`src/rtl/fridge_pkg.sv`:
```
// rtl/fridge_pkg.sv - shared widths and state encoding for the fridge thermostat
package fridge_pkg;

    localparam int TEMP_W     = 5;
    localparam int TICK_CNT_W = 16;

    typedef enum logic [1:0] {
        OFF_WAIT = 2'd0,
        IDLE     = 2'd1,
        RUN      = 2'd2,
        DEFROST  = 2'd3
    } thermo_state_t;

endpackage

```
`src/rtl/thermo_channel.sv`:
```
// rtl/thermo_channel.sv - per-compartment cooling demand latch with hysteresis
module thermo_channel
    import fridge_pkg::*;
#(
    parameter int HYST = 2
) (
    input  logic              clk,
    input  logic              rst_n,
    input  logic              pwr,
    input  logic [TEMP_W-1:0] setpoint,
    input  logic [TEMP_W-1:0] sense,
    output logic              dem
);

    localparam int CMP_W = TEMP_W + 1;
    localparam logic [CMP_W-1:0] HYST_C = CMP_W'(HYST);

    logic [CMP_W-1:0] set_level;
    logic             set_hit;
    logic             clr_hit;

    // One extra bit so a high setpoint plus hysteresis cannot wrap to a low threshold.
    assign set_level = {1'b0, setpoint} + HYST_C;
    assign set_hit   = ({1'b0, sense} >= set_level);
    assign clr_hit   = (sense <= setpoint);

    always_ff @(posedge clk or negedge rst_n) begin
        if (!rst_n) begin
            dem <= 1'b0;
        end else if (!pwr) begin
            dem <= 1'b0;
        end else if (set_hit) begin
            dem <= 1'b1;
        end else if (clr_hit) begin
            dem <= 1'b0;
        end
    end

endmodule

```
`src/rtl/fridge_thermostat.sv`:
```
// rtl/fridge_thermostat.sv - compressor/damper/defrost controller; defrost enabled by THERMO_DEFROST_EN
module fridge_thermostat
    import fridge_pkg::*;
#(
    parameter int HYST             = 2,
    parameter int MIN_ON           = 60,
    parameter int MIN_OFF          = 120,
    parameter int DEFROST_INTERVAL = 480,
    parameter int DEFROST_LEN      = 30
) (
    input  logic              clk,
    input  logic              rst_n,
    input  logic              tick,
    input  logic              fgp,
    input  logic              frp,
    input  logic [TEMP_W-1:0] fgt,
    input  logic [TEMP_W-1:0] frt,
    input  logic [TEMP_W-1:0] fg_sense,
    input  logic [TEMP_W-1:0] fr_sense,
    output logic              comp_on,
    output logic              fg_damper,
    output logic              fr_damper,
    output logic              defrost_on,
    output logic [1:0]        state
);

    localparam logic [1:0] ST_OFF_WAIT = OFF_WAIT;
    localparam logic [1:0] ST_IDLE     = IDLE;
    localparam logic [1:0] ST_RUN      = RUN;
    localparam logic [1:0] ST_DEFROST  = DEFROST;

    localparam logic [TICK_CNT_W-1:0] MIN_ON_C  = TICK_CNT_W'(MIN_ON);
    localparam logic [TICK_CNT_W-1:0] MIN_OFF_C = TICK_CNT_W'(MIN_OFF);

    logic                  fg_dem;
    logic                  fr_dem;
    logic                  any_dem;
    logic [1:0]            state_d;
    logic [TICK_CNT_W-1:0] cnt;
    logic [TICK_CNT_W-1:0] cnt_d;
    logic [TICK_CNT_W-1:0] cnt_inc;

    thermo_channel #(.HYST(HYST)) u_fg_channel (
        .clk      (clk),
        .rst_n    (rst_n),
        .pwr      (fgp),
        .setpoint (fgt),
        .sense    (fg_sense),
        .dem      (fg_dem)
    );

    thermo_channel #(.HYST(HYST)) u_fr_channel (
        .clk      (clk),
        .rst_n    (rst_n),
        .pwr      (frp),
        .setpoint (frt),
        .sense    (fr_sense),
        .dem      (fr_dem)
    );

    assign any_dem = fg_dem | fr_dem;
    assign cnt_inc = (cnt == '1) ? cnt : cnt + 1'b1;

`ifdef THERMO_DEFROST_EN
    localparam logic [TICK_CNT_W-1:0] DEF_INT_C = TICK_CNT_W'(DEFROST_INTERVAL);
    localparam logic [TICK_CNT_W-1:0] DEF_LEN_C = TICK_CNT_W'(DEFROST_LEN);

    logic [TICK_CNT_W-1:0] run_acc;
    logic [TICK_CNT_W-1:0] run_acc_d;
    logic [TICK_CNT_W-1:0] run_acc_inc;

    assign run_acc_inc = (run_acc >= DEF_INT_C) ? run_acc : run_acc + 1'b1;
`else
    logic unused_defrost_cfg;
    assign unused_defrost_cfg = ^{DEFROST_INTERVAL, DEFROST_LEN};
`endif

    // Timed exits compare the post-increment count, so a state lasts exactly N ticks.
    always_comb begin
        state_d = state;
        cnt_d   = cnt;
`ifdef THERMO_DEFROST_EN
        run_acc_d = run_acc;
`endif
        case (state)
            ST_OFF_WAIT: begin
                if (tick) begin
                    if (cnt_inc >= MIN_OFF_C) begin
                        state_d = ST_IDLE;
                        cnt_d   = '0;
                    end else begin
                        cnt_d = cnt_inc;
                    end
                end
            end
            ST_IDLE: begin
                if (any_dem) begin
                    state_d = ST_RUN;
                    cnt_d   = '0;
                end
            end
            ST_RUN: begin
                if (tick) begin
                    cnt_d = cnt_inc;
`ifdef THERMO_DEFROST_EN
                    run_acc_d = run_acc_inc;
                    if ((cnt_inc >= MIN_ON_C) && (run_acc_inc == DEF_INT_C)) begin
                        state_d = ST_DEFROST;
                        cnt_d   = '0;
                    end else
`endif
                    if ((cnt_inc >= MIN_ON_C) && !any_dem) begin
                        state_d = ST_OFF_WAIT;
                        cnt_d   = '0;
                    end
                end
            end
            ST_DEFROST: begin
`ifdef THERMO_DEFROST_EN
                if (tick) begin
                    if (cnt_inc >= DEF_LEN_C) begin
                        state_d   = ST_OFF_WAIT;
                        cnt_d     = '0;
                        run_acc_d = '0;
                    end else begin
                        cnt_d = cnt_inc;
                    end
                end
`else
                state_d = ST_OFF_WAIT;
                cnt_d   = '0;
`endif
            end
        endcase
    end

    always_ff @(posedge clk or negedge rst_n) begin
        if (!rst_n) begin
            state <= ST_OFF_WAIT;
            cnt   <= '0;
`ifdef THERMO_DEFROST_EN
            run_acc <= '0;
`endif
        end else begin
            state <= state_d;
            cnt   <= cnt_d;
`ifdef THERMO_DEFROST_EN
            run_acc <= run_acc_d;
`endif
        end
    end

    assign comp_on   = (state == ST_RUN);
    assign fg_damper = comp_on & fg_dem;
    assign fr_damper = comp_on & fr_dem;
`ifdef THERMO_DEFROST_EN
    assign defrost_on = (state == ST_DEFROST);
`else
    assign defrost_on = 1'b0;
`endif

endmodule

```
`config.mk`:
```
export PLATFORM = sky130hd
export DESIGN_NAME = fridge_thermostat
export DESIGN_NICKNAME = d
export VERILOG_FILES = /design/src/rtl/fridge_pkg.sv /design/src/rtl/thermo_channel.sv /design/src/rtl/fridge_thermostat.sv
export SDC_FILE = /design/constraint.sdc
export NUM_CORES = 1
export LEC_CHECK = 0
export CAP_MARGIN = 20
export CORE_MARGIN = 2
export CORE_UTILIZATION = 35
export CTS_BUF_LIST = sky130_fd_sc_hd__clkbuf_16
export DETAILED_ROUTE_END_ITERATION = 8
export HOLD_SLACK_MARGIN = 0.05
export PLACE_DENSITY = 0.66
export SYNTH_ARGS = -nofsm -noshare
export SYNTH_HDL_FRONTEND = slang
export SYNTH_SLANG_ARGS = --single-unit
```
`constraint.sdc`:
```
create_clock -name clk -period 4.16 [get_ports clk]
set_clock_uncertainty 0.2 [all_clocks]
set_input_delay 0.832 -clock clk [delete_from_list [all_inputs] [get_ports clk]]
set_output_delay 0.832 -clock clk [all_outputs]
set_load 0.005 [all_outputs]
```
* After elaboration in Yosys (flattened, before gate mapping) *
Index checks and enable logic that the tools add are counted.

word-level totals
  input bits = 25
  register bits = 20
  output and inout port bits = 6
  word-level logic and storage cells = 51

operators by class
  reductions and logical operators = 5
  magnitude comparators = 6
  equality and inequality tests = 11
  mux-type cells = 19
  bitwise gates (word level) = 3
  add/sub/neg operators = 3

operators by type and width
  cell                     count
  $mux W16                 6
  $pmux W16 S4             1
  $add A16 B1 Y16 const B  1
  $eq A16 B16 Y1 const B   1
  $ge A16 B6 Y1 const B    1
  $ge A16 B7 Y1 const B    1
  $add A5 B2 Y6 const B    2
  $ge A5 B6 Y1             2
  $le A5 B5 Y1             2
  $mux W2                  5
  $ne A2 B2 Y1 const B     4
  $pmux W2 S4              1
  $mux W1                  6
  $ne A3 B1 Y1 const B     2
  $reduce_and A5 Y1        1
  $eq A2 B2 Y1 const B     2
  $reduce_and A3 Y1        1
  $and A1 B1 Y1            2
  $eq A2 B1 Y1 const B     1
  $logic_not A2 Y1         1
  $ne A2 B1 Y1 const B     1
  $logic_and A1 B1 Y1      1
  $logic_not A1 Y1         1
  $or A1 B1 Y1             1

* Depth between registers and ports, before layout *
Gate-level depths: netlist of the first run.

  depth in word-level cells = 7
  gate-level depth with buffers = 10
  gate-level depth less buffers = 10

* Modules after synthesis *
From an unflattened synthesis of the first run, not the netlist that was laid out.

second synthesis, totals
  cells, all modules = 248
  area total of the unflattened synthesis = 1994.4 um2

modules (own cells, without submodules)
  module             sequential area each (um2)  area an instance (um2)  instances  cells an instance
  fridge_thermostat  450.4                       1428.9                  1          180
  thermo_channel     25.0                        282.8                   2          34

* Worst setup path after synthesis of the first run *
OpenSTA, ideal clock, no wires.

  path type = register to register
  start point = reg cnt[0]
  end point = reg cnt[2]
  library setup time = 96 ps
  buffers on the path = 1
  setup slack = 1036 ps
  cell stages (with the launch flop) = 11
  data required time = 3864 ps
  data arrival time = 2828 ps
  period minus slack after synthesis = 3124 ps
  path through = dfrtp_1 > ha_1 > nand3_1 > nor4_1 > mux2_2 > or4_4 > a21oi_4 > a31oi_4 > and2_4 > buf_6 > a311oi_2

between the ends
  longest elaborated chain between the ends = 7
  elaborated cells between the ends (all ways) = 11
  classes of those cells = add/sub: 1; order compare: 2; eq/ne: 1; mux: 6; reduce/logical: 1

RTL lines
  item                                               line                      text
  start, declared                                    fridge_thermostat.sv:39   logic [TICK_CNT_W-1:0] cnt;
  start signal, assigned                             fridge_thermostat.sv:146  cnt <= cnt_d;
  $add A16 B1 Y16 or $eq A16 B16 Y1 (tied branches)  fridge_thermostat.sv:62   assign cnt_inc = (cnt == '1) ? cnt : cnt + 1'b1;
  $mux W16 (*)                                       fridge_thermostat.sv:62
  $ge A16 B6 Y1                                      fridge_thermostat.sv:112  if ((cnt_inc >= MIN_ON_C) && !any_dem) begin
  $logic_and A1 B1 Y1                                fridge_thermostat.sv:112
  $mux W16                                           fridge_thermostat.sv:112
  $mux W16                                           fridge_thermostat.sv:103  if (tick) begin
  $pmux W16 S4 (*)                                   fridge_thermostat.sv:85   case (state)

Mark *: on every way between the ends. The rest lies on a longest branch, timed or not. The select of a mux whose other input is x is not followed.
A chain may end at the register's enable or synchronous reset.

* Worst setup path after layout of the first run *
Same ends and word-level chain as after synthesis.

==> flow_metrics.py, run 1 <==
metrics = {
    "routing": {
        "wl_met1_um": 2000,
        "drcViolationCount": 0,
        "finalWirelength_um": 4270,
        "routed.top_layer": "met4",
        "wl_met2_um": 1980,
        "viasPerCell": 5.30,
        "num_vias": 1750,
        "first_pass_iters": 4,
        "routedWlPerCell_um": 12.9,
        "drt-initial-drc-count": 110,
        "route.met3.wl_um": 246,
        "ant_nets": 0,
    },
    "logic_synthesis": {
        "synthXorXnorAreaFrac": 0.0451,
        "ys_seq_area_frac": 0.258,
        "synth_fa_ha_area_frac": 0.135,
        "syn_nets": 279,
        "synth_top_family_by_area": "simple AND/OR/NAND/NOR gates",
        "synth-simple-area-share": 0.266,
        "synthArstFlopShare": 1.00,
        "synth-main-ff-cell": "dfrtp_1",
        "synthCells": 233,
        "avgSynthCellArea_um2": 8.33,
        "synthMuxAreaShare": 0.0168,
        "ys_warn_count": 0,
        "synth_compound_area_frac": 0.216,
        "netlist_area_mm2": 0.00194,
        "ys_ff_latch": 20,
        "synth_edf_count": 0,
        "yosys.cell_types.count": 54,
    },
    "placement": {
        "dp_hpwl_um": 3370,
        "port_buffers": 29,
        "routabilityCongestion": 0.791,
    },
    "die": {
        "rows": 27,
        "start_util": 0.357,
        "core_mm2": 0.00544,
        "die_h_um": 78.5,
        "io_pins": 31,
        "die-area_mm2": 0.00616,
        "die_w_um": 78.5,
    },
    "cells_and_area": {
        "diodes": 0,
        "multi_input_area_mm2": 0.00132,
        "fin_util": 0.439,
        "nFillCells": 529,
        "drive_gt1_frac": 0.0736,
        "nNetsFinal": 305,
        "ff_latch_area_um2": 500,
        "area_growth_pct": 23.0,
    },
    "sta": {
        "timing.final.crit_share": 0.806,
        "rsz0062_at_grt": "false",
        "fmax_mhz": 298,
        "fin_tns_setup_ns": 0,
        "finalHoldViolCount": 0,
        "setup_viol": 0,
        "relSlewSlack": 0.359,
        "min_period_ns": 3.35,
        "max_slew.worst_pin.slew_ns": 0.958,
        "slew_violations": 0,
    },
    "flow_run": {
        "maxCapViolCount": 0,
    },
    "global_route": {
        "overflow": 0,
        "grt_pass1_wl_um": 7620,
        "grt_max_degree": 21,
        "grt_pass1_vias": 1741,
        "grt.total_usage": 0.151,
        "antenna_found_initial": 0,
    },
    "pwr": {
        "power_density_mw_per_mm2": 325,
        "leakage_nw": 1.03,
        "peakVddDrop_uv": 218,
    },
    "clocking": {
        "numCtsBuffers": 3,
        "cts_sinks": 20,
        "ctsHoldBuffers": 0,
        "clockBufferDepth": 2,
        "clkTransAtPathRegs_ns": 0.06,
        "clk_latency_ns": 0.25,
        "post-cts-setup-buffer-count": 0,
        "cts_tree": "done",
        "cts_max_level": 1,
        "clockRootBuffer": "clkbuf_16",
        "post_cts_resized": 0,
    },
    "setup_path": {
        "arrival_ns": 3.31,
        "end_kind": "register",
        "rr_worst_depth": 9,
        "path_class": "reg -> reg",
        "crit_required_ns": 4.12,
        "start_kind": "register",
        "worst-path-max-fanout": 9,
    },
    "worst_hold_path": {
        "min_delay_path_depth": 1,
        "hold_path.class": "reg -> reg",
    },
    "status": {
        "status": "complete, no violations",
    },
}
## layer usage
layer,global-route usage,vias to the layer above
met3,0.0299,6
li1,-,896
met4,0.0333,0
met2,0.263,60
met5,0,-
met1,0.192,788
## cell families (layout without fill, tap and decap cells)
kind of cell | after synthesis | in the layout
adders and majority gates | 21 | 21
DFF | 20 | 20
and+or+nand+nor | 90 | 90
buffers and inverters | 27 | 52
AOI/OAI and AO/OA | 61 | 61
other | 1 | 1
muxes | 3 | 3
xor gates and xnor gates | 10 | 10
## per-stage QoR
stage                     instance area (µm²)  hold WS, ns  instances  power (mW)  setup WS [ns]
after floorplan                          1940        0.305        233       0.436           1.04
after global placement                   2280        0.355        326       0.509          0.951
after detailed placement                 2280        0.355        326       0.512          0.838
after CTS                                2390        0.365        330       0.785          0.804
after global routing                     2390        0.400        330       0.837          0.582
final                                    2390        0.361        330       0.776          0.806
## Yosys cell counts, types with 2 or more instances
cell / instances / share of area
xor2_1: 4 / 0.018
ha_1: 21 / 0.14
a21oi_1: 15 / 0.039
and2_1: 3 / 0.0097
o21ai_0: 18 / 0.046
o31ai_1: 3 / 0.012
nor2b_1: 4 / 0.013
clkbuf_2: 3 / 0.0077
o21a_1: 6 / 0.023
a31oi_1: 3 / 0.0097
dfrtp_1: 20 / 0.26
nand4_1: 3 / 0.0097
nand2b_1: 6 / 0.019
nor2_1: 18 / 0.035
and4_1: 3 / 0.014
a21o_1: 2 / 0.0077
inv_1: 17 / 0.033
mux2_2: 2 / 0.012
nor4_1: 4 / 0.013
clkbuf_1: 3 / 0.0058
nand3_1: 14 / 0.036
xnor2_1: 6 / 0.027
nand2_1: 20 / 0.039
nand4_4: 2 / 0.022
nor3_1: 4 / 0.010
## flip-flops by register name, indices dropped and copies added, names as in the netlist
| register | count |
|---|---|
| u_fg_channel.dem | 1 |
| cnt | 16 |
| u_fr_channel.dem | 1 |
| state | 2 |
## power breakdown
group          switching [mW]  internal (mW)  leakage [nW]
clock                  0.0755          0.191        0.0511
sequential             0.0615          0.226         0.266
combinational           0.113          0.109         0.716
total                   0.250          0.526          1.03
## cell usage in the layout, fill, tap and decap left out, drive strengths merged, types with 5 or more instances in the layout
cell	Yosys	final
nand2b	6	6
clkdlybuf4s50	0	29
xnor2	6	6
ha	21	21
nor2	18	18
nand2	20	20
dfrtp	20	20
inv	17	17
nand4	6	6
o21ai	18	18
nand3	14	14
o21a	6	6
a21oi	16	16
nor4	5	5
## worst max-delay path, stage by stage (launching register included)
cell	delay [ns]
dfrtp_1	0.45
ha_1	0.30
nand3_1	0.27
nor4_1	0.39
mux2_2	0.39
or4_4	0.54
a21oi_4	0.17
a31oi_4	0.14
and2_4	0.23
a311oi_2	0.19
## final timing paths
check                          from        to  slack, ns
setup reg to reg             cnt[0]    cnt[2]       0.81
max in group asynchronous     rst_n    cnt[0]       2.27
hold / removal             state[1]  state[0]       0.36
min in group asynchronous     rst_n   cnt[11]       0.91
setup / recovery             cnt[0]    cnt[2]       0.81
hold reg to reg            state[1]  state[0]       0.36
## area by class of cell
type / count / area share
Clock buffer: 3 / 0.0314
Clock inverter: 1 / 0.0126
Inverter: 17 / 0.0267
Multi-Input combinational cell: 186 / 0.554
Sequential cell: 20 / 0.210
Tap cell: 72 / 0.0377
Timing Repair Buffer: 31 / 0.128
Power figures use the tool's default switching activity.
==> run 2, diff against run 1 <==
==> constraint.sdc (replaced) <==
create_clock -name clk -period 3.4 [get_ports clk]
set_clock_uncertainty 0.2 [all_clocks]
set_input_delay 0.68 -clock clk [delete_from_list [all_inputs] [get_ports clk]]
set_output_delay 0.68 -clock clk [all_outputs]
set_load 0.005 [all_outputs]
==> run 2 against run 1 <==
  * Die area did not move
  * Critical path type unchanged
  * Highest routed layer unchanged
  * Critical endpoint unchanged
  * Via count grew 2.6%
  * Sequential power is 23% higher
  * Largest cell class unchanged
  * Design area down 0.79%
==> flow_metrics.py, run 2 (synthesis results as in run 1) <==
metrics = {
    "sta": {
        "max_slew.worst_pin.slew_ns": 0.921,
        "fin_tns_setup_ns": 0,
        "finalHoldViolCount": 0,
        "slew_violations": 0,
        "min_period_ns": 3.20,
        "fmax_mhz": 312,
        "relSlewSlack": 0.384,
        "holdWs_ns": 0.357,
        "rsz0062_at_grt": "false",
        "setup_viol": 0,
        "timing.final.crit_share": 0.941,
    },
    "die": {
        "io_pins": 31,
        "die_w_um": 78.5,
        "die_h_um": 78.5,
        "rows": 27,
        "core_mm2": 0.00544,
        "die-area_mm2": 0.00616,
        "start_util": 0.357,
    },
    "pwr": {
        "leakage_nw": 1.03,
        "peakVddDrop_uv": 222,
        "power_density_mw_per_mm2": 372,
        "netSwitchingFraction": 0.353,
        "seqPwrFrac": 0.401,
        "p_sw_uw": 311,
        "pwr-share-clk": 0.286,
        "p_comb_frac": 0.313,
        "intPower_uw": 570,
    },
    "clocking": {
        "cts_tree": "done",
        "cts_sinks": 20,
        "post-cts-setup-buffer-count": 0,
        "clockRootBuffer": "clkbuf_16",
        "numCtsBuffers": 3,
        "clockBufferDepth": 2,
        "clkTransAtPathRegs_ns": 0.06,
        "clk_latency_ns": 0.26,
        "ctsHoldBuffers": 0,
        "post_cts_resized": 0,
        "cts_max_level": 1,
    },
    "setup_path": {
        "critPathLaunch": "cnt[0]",
        "start_kind": "register",
        "r2r_slack_ns": 0.20,
        "crit_buf_inv": 0,
        "crit_required_ns": 3.37,
        "arrival_ns": 3.17,
        "r2r-start": "cnt[0]",
        "critPathTopFamily": "simple AND/OR/NAND/NOR gates",
        "slowest_delay_ns": 0.55,
        "cp_slowest_cell": "or4_4",
        "path_class": "reg -> reg",
        "end_kind": "register",
        "path_cells": "ha_1 > nand3_1 > nor4_1 > mux2_2 > or4_4 > a21oi_4 > a31oi_4 > and2_4 > a311oi_2",
        "worst-path-max-fanout": 9,
    },
    "cells_and_area": {
        "fin_util": 0.435,
        "largest_reg_flops": 16,
        "drive_gt1_frac": 0.0734,
        "nFillCells": 552,
        "regMostFlops": "cnt",
        "stdcell_count": 331,
        "final_cell_mix": "clkdlybuf4s50_1, ha_1, nand2_1, dfrtp_1",
        "nNetsFinal": 306,
        "top_regs": "cnt (16), state (2)",
        "diodes": 0,
        "area_growth_pct": 22.1,
        "final_common_cell": "clkdlybuf4s50_1",
    },
    "routing": {
        "finalWirelength_um": 4320,
        "num_vias": 1795,
        "routedWlPerCell_um": 13.0,
        "drt-initial-drc-count": 98,
        "ant_nets": 0,
        "viasPerCell": 5.42,
        "first_pass_iters": 4,
        "drcViolationCount": 0,
    },
    "placement": {
        "port_buffers": 29,
        "routabilityCongestion": 0.853,
        "place_inst": 327,
        "dp_hpwl_um": 3370,
    },
    "global_route": {
        "grt.total_usage": 0.153,
        "grt_pass1_wl_um": 7730,
        "antenna_found_initial": 0,
        "overflow": 0,
        "grt_pass1_vias": 1746,
        "grt_max_degree": 21,
    },
    "flow_run": {
        "maxCapViolCount": 0,
    },
    "status": {
        "status": "complete, no violations",
    },
    "worst_hold_path": {
        "hp-start": "state[1]",
        "hold_path.class": "reg -> reg",
    },
}
[run 2: cell types whose count changed in the layout (fill, tap and decap cells not counted)]
cell	before	now
bufinv_16	1	0
buf_4	2	3
clkinv_1	0	1
[run 2: through the flow]
step	setup WS [ns]	cell area, µm²	power [mW]
after floorplan	0.276	1940	0.534
after global placement	0.319	2290	0.627
after detailed placement	0.227	2290	0.633
after CTS	0.209	2370	0.883
after global routing	0.00566	2370	0.943
final	0.200	2370	0.882
[run 2: area by class of cell]
type                            instances  area (µm²)  share of cell area
Clock inverter                          1        3.75             0.00158
Tap cell                               72        90.1              0.0380
Multi-Input combinational cell        186        1320               0.558
Clock buffer                            3        75.1              0.0317
Sequential cell                        20         500               0.211
Inverter                               17        63.8              0.0269
Timing Repair Buffer                   32         313               0.132
[run 2: power by group through the flow]
stage | clock (mW) | sequential [mW] | combinational, mW
4_1_cts | 0.253 | 0.352 | 0.279
5_1_grt | 0.264 | 0.362 | 0.317
6_report | 0.252 | 0.353 | 0.276
2_1_floorplan | 0 | 0.320 | 0.214
3_5_place_dp | 0 | 0.355 | 0.277
3_3_place_gp | 0 | 0.354 | 0.272
[run 2: routing by layer]
layer / vias to the layer above / GRT usage / wire [µm]
met5: - / 0 / 0
met4: 0 / 0.0211 / 24
met3: 5 / 0.0276 / 246
met2: 67 / 0.272 / 2040
met1: 827 / 0.199 / 2010
li1: 896 / - / -
[run 2: final timing paths]
kind,to,depth (start not counted)
hold / removal,state[0],1
max in group asynchronous,cnt[4],1
setup reg to reg,cnt[2],9
min in group asynchronous,cnt[9],1
setup / recovery,cnt[2],9
hold reg to reg,state[0],1
